$ cat config.mk
export PLATFORM = sky130hd
export DESIGN_NAME = btn_event
export DESIGN_NICKNAME = d
export VERILOG_FILES = /design/src/rtl/btn_pkg.sv /design/src/rtl/btn_event.sv
export SDC_FILE = /design/constraint.sdc
export NUM_CORES = 1
export LEC_CHECK = 0
export BUFFER_PORTS_ARGS = -buffer_cell sky130_fd_sc_hd__buf_2
export CORE_MARGIN = 1
export CORE_UTILIZATION = 50
export DETAILED_ROUTE_END_ITERATION = 16
export HOLD_SLACK_MARGIN = 0.08
export PLACE_DENSITY = 0.7
export SYNTH_ARGS = -nofsm -noshare
export SYNTH_HDL_FRONTEND = slang
export SYNTH_SLANG_ARGS = --single-unit
$ cat constraint.sdc
create_clock -name clk_i -period 4.4 [get_ports clk_i]
set_input_delay 0.66 -clock clk_i [delete_from_list [all_inputs] [get_ports clk_i]]
set_output_delay 0.66 -clock clk_i [all_outputs]
set_load 0.1 [all_outputs]
$ cat src/rtl/btn_pkg.sv
// Shared button-event types: FSM state encoding and a small sizing helper.
// Used by btn_event and the top-level UI decode.
package btn_pkg;

   typedef enum logic [1:0] {
      IDLE,
      PRESS,
      LONG
   } btn_state_e;

   function automatic int max_int(input int a, input int b);
      return (a > b) ? a : b;
   endfunction

endpackage

$ cat src/rtl/btn_event.sv
// Debounced button level to press/release/click/long/repeat pulses.
// Auto-repeat is built only when BTN_EVENT_REPEAT_EN is defined.
module btn_event
   import btn_pkg::*;
#(
   parameter int LongCount   = 1000,
   parameter int RepeatCount = 250
) (
   input  logic clk_i,
   input  logic rst_i,
   input  logic btn_i,
   output logic press_o,
   output logic release_o,
   output logic click_o,
   output logic long_o,
   output logic repeat_o,
   output logic held_o
);

   localparam int CntW = $clog2(max_int(LongCount, RepeatCount));
   localparam logic [CntW-1:0] LongLast = CntW'(LongCount - 1);
`ifdef BTN_EVENT_REPEAT_EN
   localparam logic [CntW-1:0] RepLast = CntW'(RepeatCount - 1);
`endif

   btn_state_e      state;
   logic [CntW-1:0] cnt;

   assign held_o = (state != IDLE);

   always_ff @(posedge clk_i or posedge rst_i) begin
      if (rst_i) begin
         state     <= IDLE;
         cnt       <= '0;
         press_o   <= 1'b0;
         release_o <= 1'b0;
         click_o   <= 1'b0;
         long_o    <= 1'b0;
         repeat_o  <= 1'b0;
      end else begin
         press_o   <= 1'b0;
         release_o <= 1'b0;
         click_o   <= 1'b0;
         long_o    <= 1'b0;
         repeat_o  <= 1'b0;
         unique case (state)
            IDLE: begin
               if (btn_i) begin
                  state   <= PRESS;
                  cnt     <= '0;
                  press_o <= 1'b1;
               end
            end
            PRESS: begin
               // release wins over a long press landing on the same edge
               if (!btn_i) begin
                  state     <= IDLE;
                  cnt       <= '0;
                  release_o <= 1'b1;
                  click_o   <= 1'b1;
               end else if (cnt == LongLast) begin
                  state  <= LONG;
                  cnt    <= '0;
                  long_o <= 1'b1;
               end else begin
                  cnt <= cnt + CntW'(1);
               end
            end
            LONG: begin
               if (!btn_i) begin
                  state     <= IDLE;
                  cnt       <= '0;
                  release_o <= 1'b1;
               end else begin
`ifdef BTN_EVENT_REPEAT_EN
                  if (cnt == RepLast) begin
                     repeat_o <= 1'b1;
                     cnt      <= '0;
                  end else begin
                     cnt <= cnt + CntW'(1);
                  end
`else
                  cnt <= '0;
`endif
               end
            end
            default: begin
               state <= IDLE;
               cnt   <= '0;
            end
         endcase
      end
   end

endmodule

==> reports/results.tsv, run 1 <==
metric	value	unit
status	completed	
Max Cap Viol	0	
WL/cell	12.0	um
Die Ht	43.2	um
Primary FF master, synth	dfrtp_1	
Fin. Hold Viols	0	
post-synth net total	93	
Critical Path End Type	primary output	
core box area	1540	um^2
EDFF count, synth	0	
Fin Setup TNS	0	ns
CP Max Fanout	3	
clk root buf	clkbuf_4	
Setup Fix Bufs, Post-CTS	0	
DP HPWL	938	um
post-route ant nets	0	
die area	1860	um^2
worst skew pair latency	0.28	ns
synth top area cells	dfrtp_1, ha_1, xor2_1, nor2_1, o21ai_0	
Startpoint Class	flop	
vias per cell	5.45	
via count	583	
P&R area growth vs syn	5.91	%
largest net degree at the start of global routing	17	
cts repair resizes	0	
post-route clock period utilization	0.484	
Tot Pwr	473	uW
drt first pass iters	4	
PwrDens	528	nW/um^2
io pins	9	
RSZ-0062 raised after global routing	false	
nets	101	
Ys Warns	0	
final setup fails	0	
Slew @ Worst Pin	0.615	ns
Synth Cell Area	847	um^2
Mean Syn Cell Area	9.97	um^2
vias in the first global route	499	
CTS clock-pin slew for the worst setup and hold paths	0.09	ns
Setup CP Type	flop to primary output	
DRT iter0 DRCs	9	
count of different cell masters after synthesis	26	
critical path arrival	1.47	ns
H-Tree Depth	1	
FMAX	0.469	GHz
TritonCTS clock tree	done	
ANT cells	0	
required time of the worst setup path	3.74	ns
Total GRT Usage	0.160	
cell taking the most area after synthesis	dfrtp_1	
Starting Density	0.550	
Yosys top cell area share	0.473	
final worst setup slack	2.27	ns
Worst slew margin	0.588	
worst hold margin	0.423	ns
grt total ovfl	0	
gpl congestion	0.722	
first-pass GRT wire length	2.18	mm
hold crit path type	input pin to asynchronous set/reset pin	
utilization after layout	0.582	
clock skew	0.000768	ns
most frequent cells after synthesis	dfrtp_1, nor2_1, inv_1, o21ai_0	
DRC	0	
clk buf depth	2	
pins over their slew limit	0	
register area share after synthesis	0.473	
Die X	43.2	um
Period minus WS final	2.13	ns
VDD IR-drop max	0.000308	V
cells after synthesis	85	
P_leak	0.000447	uW
share of cells above drive strength 1	0.165	
Hold Buf Count CTS	0	
floorplan row count	14	
initial antenna violation count	0	
Sink Count	16	
PortBufs	7	
DRT Wirelength	1.28	mm
dominant cell by count in the synthesized netlist	dfrtp_1	
ys async rst share	1.00	
CTS Buf Count	3	
Setup WS pre-CTS	2.53	ns
number of synthesized register bits	16	
[area by class of cell]
cell class | instances | area (um^2)
flip-flops and latches | 16 | 400
inverters | 7 | 26.3
well taps | 16 | 20.0
fillers | 136 | 644
clock buffers | 3 | 22.5
multi-input cells | 58 | 393
repair buffers | 7 | 35.0
[state kept, by name, indices dropped and copies added (netlist names)]
signal     count
click_o        1
cnt           10
release_o      1
press_o        1
state          2
long_o         1
[cell usage in the layout, fill, tap and decap left out, types with 5 or more instances in the layout]
| cell | n |
|---|---|
| dfrtp_1 | 16 |
| nor2_1 | 10 |
| inv_1 | 7 |
| o21ai_0 | 7 |
| buf_2 | 7 |
| nand2_1 | 6 |
| xor2_1 | 6 |
| nand4_1 | 5 |
| ha_1 | 5 |
[critical path, stage by stage, from the launching register on]
cell	delay (ns)
dfrtp_1	0.38
inv_1	0.08
ha_1	0.22
inv_1	0.09
buf_2	0.43
[worst paths after layout]
kind,from,endpoint,slack (ns),depth (start not counted)
min reg2reg,cnt[8]$_DFFE_PP0P_,cnt[8]$_DFFE_PP0P_,0.55,2
min,rst_i,long_o$_DFF_PP0_,0.42,2
min in group clk_i,cnt[8]$_DFFE_PP0P_,cnt[8]$_DFFE_PP0P_,0.55,2
max in group asynchronous,rst_i,cnt[1]$_DFFE_PP0P_,3.60,2
max,state[0]$_DFFE_PP0P_,held_o,2.27,4
max reg2reg,cnt[0]$_DFFE_PP0P_,cnt[3]$_DFFE_PP0P_,2.56,5
[metrics by stage]
step	cells	instance area, um^2
2_1_floorplan	85	847
3_3_place_gp	104	875
3_5_place_dp	104	875
4_1_cts	107	897
5_1_grt	107	897
6_report	107	897
[logic make-up after synthesis]
kind of cell / synth area share
compound gates: 0.0842
xor+xnor: 0.0620
fa+ha+maj: 0.0739
buf+inv: 0.0635
flops: 0.473
mux: 0.0177
other cells: 0.00443
simple gates: 0.222
[metal layers]
layer | vias up | global-route usage | part of all wire
li1 | 299 | - | -
met1 | 262 | 0.228 | 0.51
met2 | 18 | 0.215 | 0.42
met3 | 4 | 0.0426 | 0.058
met4 | 0 | 0.0909 | 0.017
met5 | - | 0 | 0
[where the power goes]
group	internal (uW)	leakage [uW]	switching, uW
Clock	31.7	0.0000138	42.5
Combinational	49.1	0.000216	167
Sequential	168	0.000217	15.4
Total	249	0.000447	225
Note: power is estimated with default switching activity, not from simulation.
==> run 2, diff against run 1 <==
--- a/config.mk
+++ b/config.mk
@@ -5,12 +5,13 @@
 export SDC_FILE = /design/constraint.sdc
 export NUM_CORES = 1
 export LEC_CHECK = 0
+export ABC_AREA = 1
 export BUFFER_PORTS_ARGS = -buffer_cell sky130_fd_sc_hd__buf_2
 export CORE_MARGIN = 1
 export CORE_UTILIZATION = 50
 export DETAILED_ROUTE_END_ITERATION = 16
 export HOLD_SLACK_MARGIN = 0.08
-export PLACE_DENSITY = 0.7
+export PLACE_DENSITY = 0.72
 export SYNTH_ARGS = -nofsm -noshare
 export SYNTH_HDL_FRONTEND = slang
 export SYNTH_SLANG_ARGS = --single-unit
==> constraint.sdc (replaced) <==
create_clock -name clk_i -period 1.9 [get_ports clk_i]
set_input_delay 0.285 -clock clk_i [delete_from_list [all_inputs] [get_ports clk_i]]
set_output_delay 0.285 -clock clk_i [all_outputs]
set_load 0.1 [all_outputs]
==> run 2 against run 1 <==
Power rose to 2.9 times the previous value; flip-flop and latch count unchanged; wire length up 15%; clock-buffer cell count up 1; critical path type unchanged; largest power group unchanged.
==> reports/results.tsv, run 2 <==
metric	value	unit	change
status	completed		unchanged
Critical Path End Type	primary output		unchanged
EDFF count, synth	0		unchanged
pins over their slew limit	0		unchanged
Max Cap Viol	0		unchanged
top flop regs	cnt (10), state (2)		unchanged
FF/Latch Area	400	um^2	unchanged
cells after synthesis	105		was 85
DRT Wirelength	1.48	mm	was 1.28 mm
PwrDens	1370	nW/um^2	was 528 nW/um^2
part of the power in registers	0.323		was 0.387
Int Power	682	uW	was 249 uW
max reg flops	10		unchanged
grt total ovfl	0		unchanged
required time of the worst setup path	1.62	ns	was 3.74 ns
utilization after layout	0.628		was 0.582
Worst R2R Setup Slack	0.39	ns	was 2.56 ns
hold wc startpoint	btn_i		
number of synthesized register bits	16		unchanged
Starting Density	0.558		was 0.550
nets	125		was 101
Primary FF master, synth	dfrtp_1		unchanged
multi-input logic area	420	um^2	was 393 um^2
via count	632		was 583
TritonCTS clock tree	done		unchanged
die area	1930	um^2	was 1860 um^2
core box area	1580	um^2	was 1540 um^2
Ys Warns	0		unchanged
ys async rst share	1.00		unchanged
final setup fails	0		unchanged
leading cell type in the layout, fill and taps excluded	nand2_1		was dfrtp_1
CTS Buf Count	3		unchanged
critical path arrival	1.48	ns	was 1.47 ns
P_leak	0.000511	uW	was 0.000447 uW
Die X	43.9	um	was 43.2 um
VDD IR-drop max	0.00124	V	was 0.000308 V
worst r2r dst	cnt[5]$_DFFE_PP0P_		was cnt[3]$_DFFE_PP0P_
floorplan row count	14		unchanged
dominant cell by count in the synthesized netlist	nand2_1		was dfrtp_1
initial antenna violation count	0		unchanged
R2R depth	8		was 5
CTS clock-pin slew for the worst setup and hold paths	0.09	ns	about the same
Filler cells	142		was 136
hold crit path type	input pin to flop		was input pin to asynchronous set/reset pin
Top reg by flops	cnt		unchanged
Mean Syn Cell Area	8.38	um^2	was 9.97 um^2
synth top area cells	dfrtp_1, nand2_1, ha_1, nor2_1, inv_1		was dfrtp_1, ha_1, xor2_1, nor2_1, o21ai_0
DRC	0		unchanged
WHS Endpoint	click_o$_DFF_PP0_		
Startpoint Class	flop		unchanged
post-route clock period utilization	0.930		
Critical Path Max Stage Delay	0.42	ns	was 0.43 ns
vias in the first global route	620		was 499
slowest CP cell	buf_2		unchanged
Sw Pwr	670	uW	was 225 uW
cell taking the most area after synthesis	dfrtp_1		unchanged
drt first pass iters	6		was 4
Sw Ratio	0.495		was 0.475
clock skew	0.00518	ns	was 0.000768 ns
PortBufs	7		unchanged
Worst slew margin	0.596		was 0.588
hold path cells	2		
RSZ-0062 raised after global routing	false		unchanged
Fin Setup TNS	0	ns	unchanged
DP HPWL	1.11	mm	was 938 um
gpl congestion	0.789		was 0.722
Finished Cell Area	990	um^2	was 897 um^2
clk buf depth	2		unchanged
Die Ht	43.9	um	was 43.2 um
Fin. Hold Viols	0		unchanged
RR Startpoint	state[0]$_DFFE_PP0P_		was cnt[0]$_DFFE_PP0P_
post-route ant nets	0		unchanged
io pins	9		unchanged
cells along the critical path	inv_1 > ha_4 > clkinvlp_4 > buf_2		was inv_1 > ha_1 > inv_1 > buf_2
ANT cells	0		unchanged
post-synth net total	113		was 93
Yosys top cell area share	0.455		was 0.473
largest net degree at the start of global routing	17		unchanged
clock power share	0.162		was 0.157
Setup CP Type	flop to primary output		unchanged
first-pass GRT wire length	2.66	mm	was 2.18 mm
Total GRT Usage	0.195		was 0.160
FMAX	0.566	GHz	
H-Tree Depth	1		unchanged
WL/cell	11.2	um	was 12.0 um
count of different cell masters after synthesis	21		was 26
CP Max Fanout	3		unchanged
most frequent cells after synthesis	nand2_1, dfrtp_1, nor2_1		was dfrtp_1, nor2_1, inv_1, o21ai_0
Period minus WS final	1.77	ns	
clk root buf	clkbuf_4		unchanged
Sink Count	16		unchanged
most frequent cells in the layout	nand2_1, nor2_1, dfrtp_1, inv_1, buf_2		was dfrtp_1, nor2_1, inv_1, o21ai_0, buf_2
Synth Cell Area	880	um^2	was 847 um^2
Logic pwr share	0.515		was 0.456
dpl cell area	943	um^2	was 875 um^2
worst skew pair latency	0.29	ns	was 0.28 ns
Slew @ Worst Pin	0.605	ns	was 0.615 ns
vias per cell	4.79		was 5.45
share of cells above drive strength 1	0.216		was 0.165
P&R area growth vs syn	12.5	%	was 5.91%
DRT iter0 DRCs	14		was 9
register area share after synthesis	0.455		was 0.473
[run 2: kinds of logic after synthesis]
kind of cell	synth area share
DFF	0.455
xor gates and xnor gates	0.0398
and+or+nand+nor	0.294
adders and majority gates	0.0711
AOI/OAI and AO/OA	0.0540
buffers and inverters	0.0811
other	0.00426
[run 2: power by group through the flow]
| stage | clock network (uW) | registers [uW] | logic (uW) |
|---|---|---|---|
| final | 219 | 437 | 696 |
| after global routing | 241 | 443 | 759 |
| after CTS | 230 | 436 | 700 |
| after detailed placement | 0 | 443 | 693 |
| after global placement | 0 | 440 | 683 |
| after floorplan | 0 | 596 | 431 |
[run 2: worst max-delay path, delay by kind of cell, from the launching register on]
family,cells,cell delay [ns]
buf+inv,3,0.61
flops,1,0.38
fa+ha+maj,1,0.20
[run 2: repair_timing]
item / in CTS / in global routing
resized for setup: 0 / 0
hold endpoints to repair: 15 / 0
setup buffers: 0 / 0
hold buffers: 1 / 0
[run 2: routing by layer]
| layer | up-vias | global-route usage | wire [um] |
|---|---|---|---|
| li1 | 342 | - | - |
| met1 | 278 | 0.251 | 749 |
| met2 | 10 | 0.307 | 646 |
| met3 | 2 | 0.0750 | 62 |
| met4 | 0 | 0.0545 | 16 |
| met5 | - | 0 | 0 |
[run 2: area by class of cell]
cell class,instances,share of cell area
multi-input cells,71,0.425
flip-flops and latches,16,0.405
inverters,17,0.0683
repair buffers,8,0.0455
clock buffers,4,0.0367
well taps,16,0.0202
[run 2: worst max path at each step]
| stage | from | to | slack, ns | cells past startpoint |
|---|---|---|---|---|
| detailed placement | state[0]$_DFFE_PP0P_ | cnt[5]$_DFFE_PP0P_ | 0.40 | 8 |
| global placement | state[1]$_DFFE_PP0P_ | held_o | 0.48 | 4 |
| global route | state[0]$_DFFE_PP0P_ | held_o | 0.06 | 4 |
| floorplan | state[0]$_DFFE_PP0P_ | cnt[5]$_DFFE_PP0P_ | 0.04 | 8 |
| CTS | state[0]$_DFFE_PP0P_ | held_o | 0.11 | 4 |
| finish | state[0]$_DFFE_PP0P_ | held_o | 0.13 | 4 |
[run 2: per-stage QoR]
step | worst slack, ns | instances | power [uW] | hold WS (ns)
floorplan | 0.0404 | 105 | 1030 | 0.199
global placement | 0.481 | 127 | 1120 | 0.374
detailed placement | 0.396 | 127 | 1140 | 0.387
CTS | 0.114 | 132 | 1370 | 0.262
global route | 0.0559 | 132 | 1440 | 0.282
finish | 0.132 | 132 | 1350 | 0.265
==> run 3, diff against run 2 <==
--- a/config.mk
+++ b/config.mk
@@ -6,11 +6,13 @@
 export NUM_CORES = 1
 export LEC_CHECK = 0
 export ABC_AREA = 1
+export ABC_CLOCK_PERIOD_IN_PS = 1900
 export BUFFER_PORTS_ARGS = -buffer_cell sky130_fd_sc_hd__buf_2
 export CORE_MARGIN = 1
 export CORE_UTILIZATION = 50
 export DETAILED_ROUTE_END_ITERATION = 16
 export HOLD_SLACK_MARGIN = 0.08
+export MAX_ROUTING_LAYER = met4
 export PLACE_DENSITY = 0.72
 export SYNTH_ARGS = -nofsm -noshare
 export SYNTH_HDL_FRONTEND = slang
==> run 3 against run 2 <==
Clock power barely moved; clock-buffer cell count did not move; critical path depth did not move; register-to-register slack barely moved; combinational power barely moved; worst hold slack improved by 0.0020 ns; critical path type unchanged; largest cell class unchanged.
==> reports/results.tsv, run 3 (synthesis gave the netlist of run 2 again) <==
metric	value	unit	change
worst path buffer plus inverter count	3		unchanged
cells along the critical path	inv_1 > ha_4 > clkinvlp_4 > buf_2		unchanged
CP Max Fanout	3		unchanged
gpl congestion	0.800		was 0.789
vias in the first global route	621		was 620
status	completed		unchanged
ANT cells	0		unchanged
RR Startpoint	state[0]$_DFFE_PP0P_		unchanged
clk buf depth	2		unchanged
Die Ht	43.9	um	unchanged
Crit path max-delay family	buffers and inverters		unchanged
nets	125		unchanged
Startpoint Class	flop		unchanged
DRC	0		unchanged
Max Cap Viol	0		unchanged
leading cell type in the layout, fill and taps excluded	nand2_1		unchanged
PwrDens	1370	nW/um^2	about the same
Tot Pwr	1350	uW	about the same
max reg flops	10		unchanged
post-route ant nets	0		unchanged
critical path arrival	1.48	ns	about the same
most frequent cells in the layout	nand2_1, nor2_1, dfrtp_1, inv_1, buf_2		unchanged
RSZ-0062 raised after global routing	false		unchanged
hold crit path type	input pin to flop		unchanged
PortBufs	7		unchanged
drt first pass iters	6		unchanged
clk root buf	clkbuf_4		unchanged
TritonCTS clock tree	done		unchanged
Worst slew margin	0.596		about the same
share of cells above drive strength 1	0.216		unchanged
DP HPWL	1.11	mm	unchanged
P&R area growth vs syn	12.5	%	unchanged
Total GRT Usage	0.201		was 0.195
P_leak	0.000511	uW	unchanged
largest net degree at the start of global routing	17		unchanged
initial antenna violation count	0		unchanged
slowest CP cell	buf_2		unchanged
Fin. Hold Viols	0		unchanged
Slew @ Worst Pin	0.605	ns	about the same
Worst R2R Setup Slack	0.39	ns	about the same
Starting Density	0.558		unchanged
DRT Wirelength	1.47	mm	was 1.48 mm
floorplan row count	14		unchanged
cts repair resizes	0		unchanged
utilization after layout	0.628		unchanged
H-Tree Depth	1		unchanged
io pins	9		unchanged
die area	1930	um^2	unchanged
Setup crit start	state[0]$_DFFE_PP0P_		unchanged
Critical Path End Type	primary output		unchanged
worst skew pair latency	0.28	ns	was 0.29 ns
Critical Path Max Stage Delay	0.42	ns	about the same
Setup CP Type	flop to primary output		unchanged
clock skew	0.00518	ns	about the same
DRT iter0 DRCs	14		unchanged
hold path cells	2		unchanged
top flop regs	cnt (10), state (2)		unchanged
WL/cell	11.2	um	about the same
first-pass GRT wire length	2.66	mm	unchanged
VDD IR-drop max	0.00124	V	about the same
Die X	43.9	um	unchanged
Top reg by flops	cnt		unchanged
Levels on crit path	4		unchanged
Sink Count	16		unchanged
worst hold margin	0.267	ns	was 0.265 ns
CTS Buf Count	3		unchanged
FMAX	0.566	GHz	about the same
pins over their slew limit	0		unchanged
R2R depth	8		unchanged
Fin Setup TNS	0	ns	unchanged
hold wc startpoint	btn_i		unchanged
vias per cell	4.84		was 4.79
via count	639		was 632
grt total ovfl	0		unchanged
required time of the worst setup path	1.62	ns	about the same
Period minus WS final	1.77	ns	about the same
CTS clock-pin slew for the worst setup and hold paths	0.09	ns	about the same
core box area	1580	um^2	unchanged
final setup fails	0		unchanged
post-route clock period utilization	0.929		was 0.930
-- run 3: cell counts in the layout (fill, tap and decap cells not counted) --
No cell type changed its count.
-- run 3: power by group --
part           switching (uW)  leakage, uW  internal [uW]
sequential               37.3     0.000217            400
clock                     101    0.0000210            117
combinational             530     0.000274            166
total                     669     0.000511            683
-- run 3: path summary, 6_finish.rpt --
check | to
min in group asynchronous | cnt[1]$_DFFE_PP0P_
min reg2reg | cnt[0]$_DFFE_PP0P_
min | click_o$_DFF_PP0_
max reg2reg | cnt[5]$_DFFE_PP0P_
max in group asynchronous | cnt[3]$_DFFE_PP0P_
max | held_o
-- run 3: worst reg2reg max path: cells and delay by family, from the launching register on --
kind | cells | cell delay, ns
AND/OR/NAND/NOR | 4 | 0.38
flip-flops | 1 | 0.41
buffers and inverters | 2 | 0.26
XOR/XNOR | 1 | 0.16
adder cells (fa/ha/maj) | 1 | 0.19
-- run 3: stage by stage --
| stage | cell area [um^2] | worst slack (ns) | cells |
|---|---|---|---|
| after floorplan | 896 | 0.0404 | 105 |
| after global placement | 943 | 0.481 | 127 |
| after detailed placement | 943 | 0.396 | 127 |
| after CTS | 990 | 0.114 | 132 |
| after global routing | 990 | 0.0559 | 132 |
| final | 990 | 0.134 | 132 |
-- run 3: cell type report --
class,count,area [um^2]
Sequential cell,16,400
Fill cell,142,587
Tap cell,16,20.0
Clock buffer,4,36.3
Inverter,17,67.6
Timing Repair Buffer,8,45.0
Multi-Input combinational cell,71,420
-- run 3: what timing repair did --
action	CTS	global route
setup buffers	0	0
hold buffers	1	0
hold endpoints to repair	15	0
-- run 3: per-layer routing --
metal,routed length [um],vias up,part of all wire,track usage
li1,-,342,-,-
met1,741,285,0.50,0.251
met2,649,10,0.44,0.307
met3,64,2,0.043,0.0750
met4,17,0,0.012,0.0545
met5,0,-,0,-
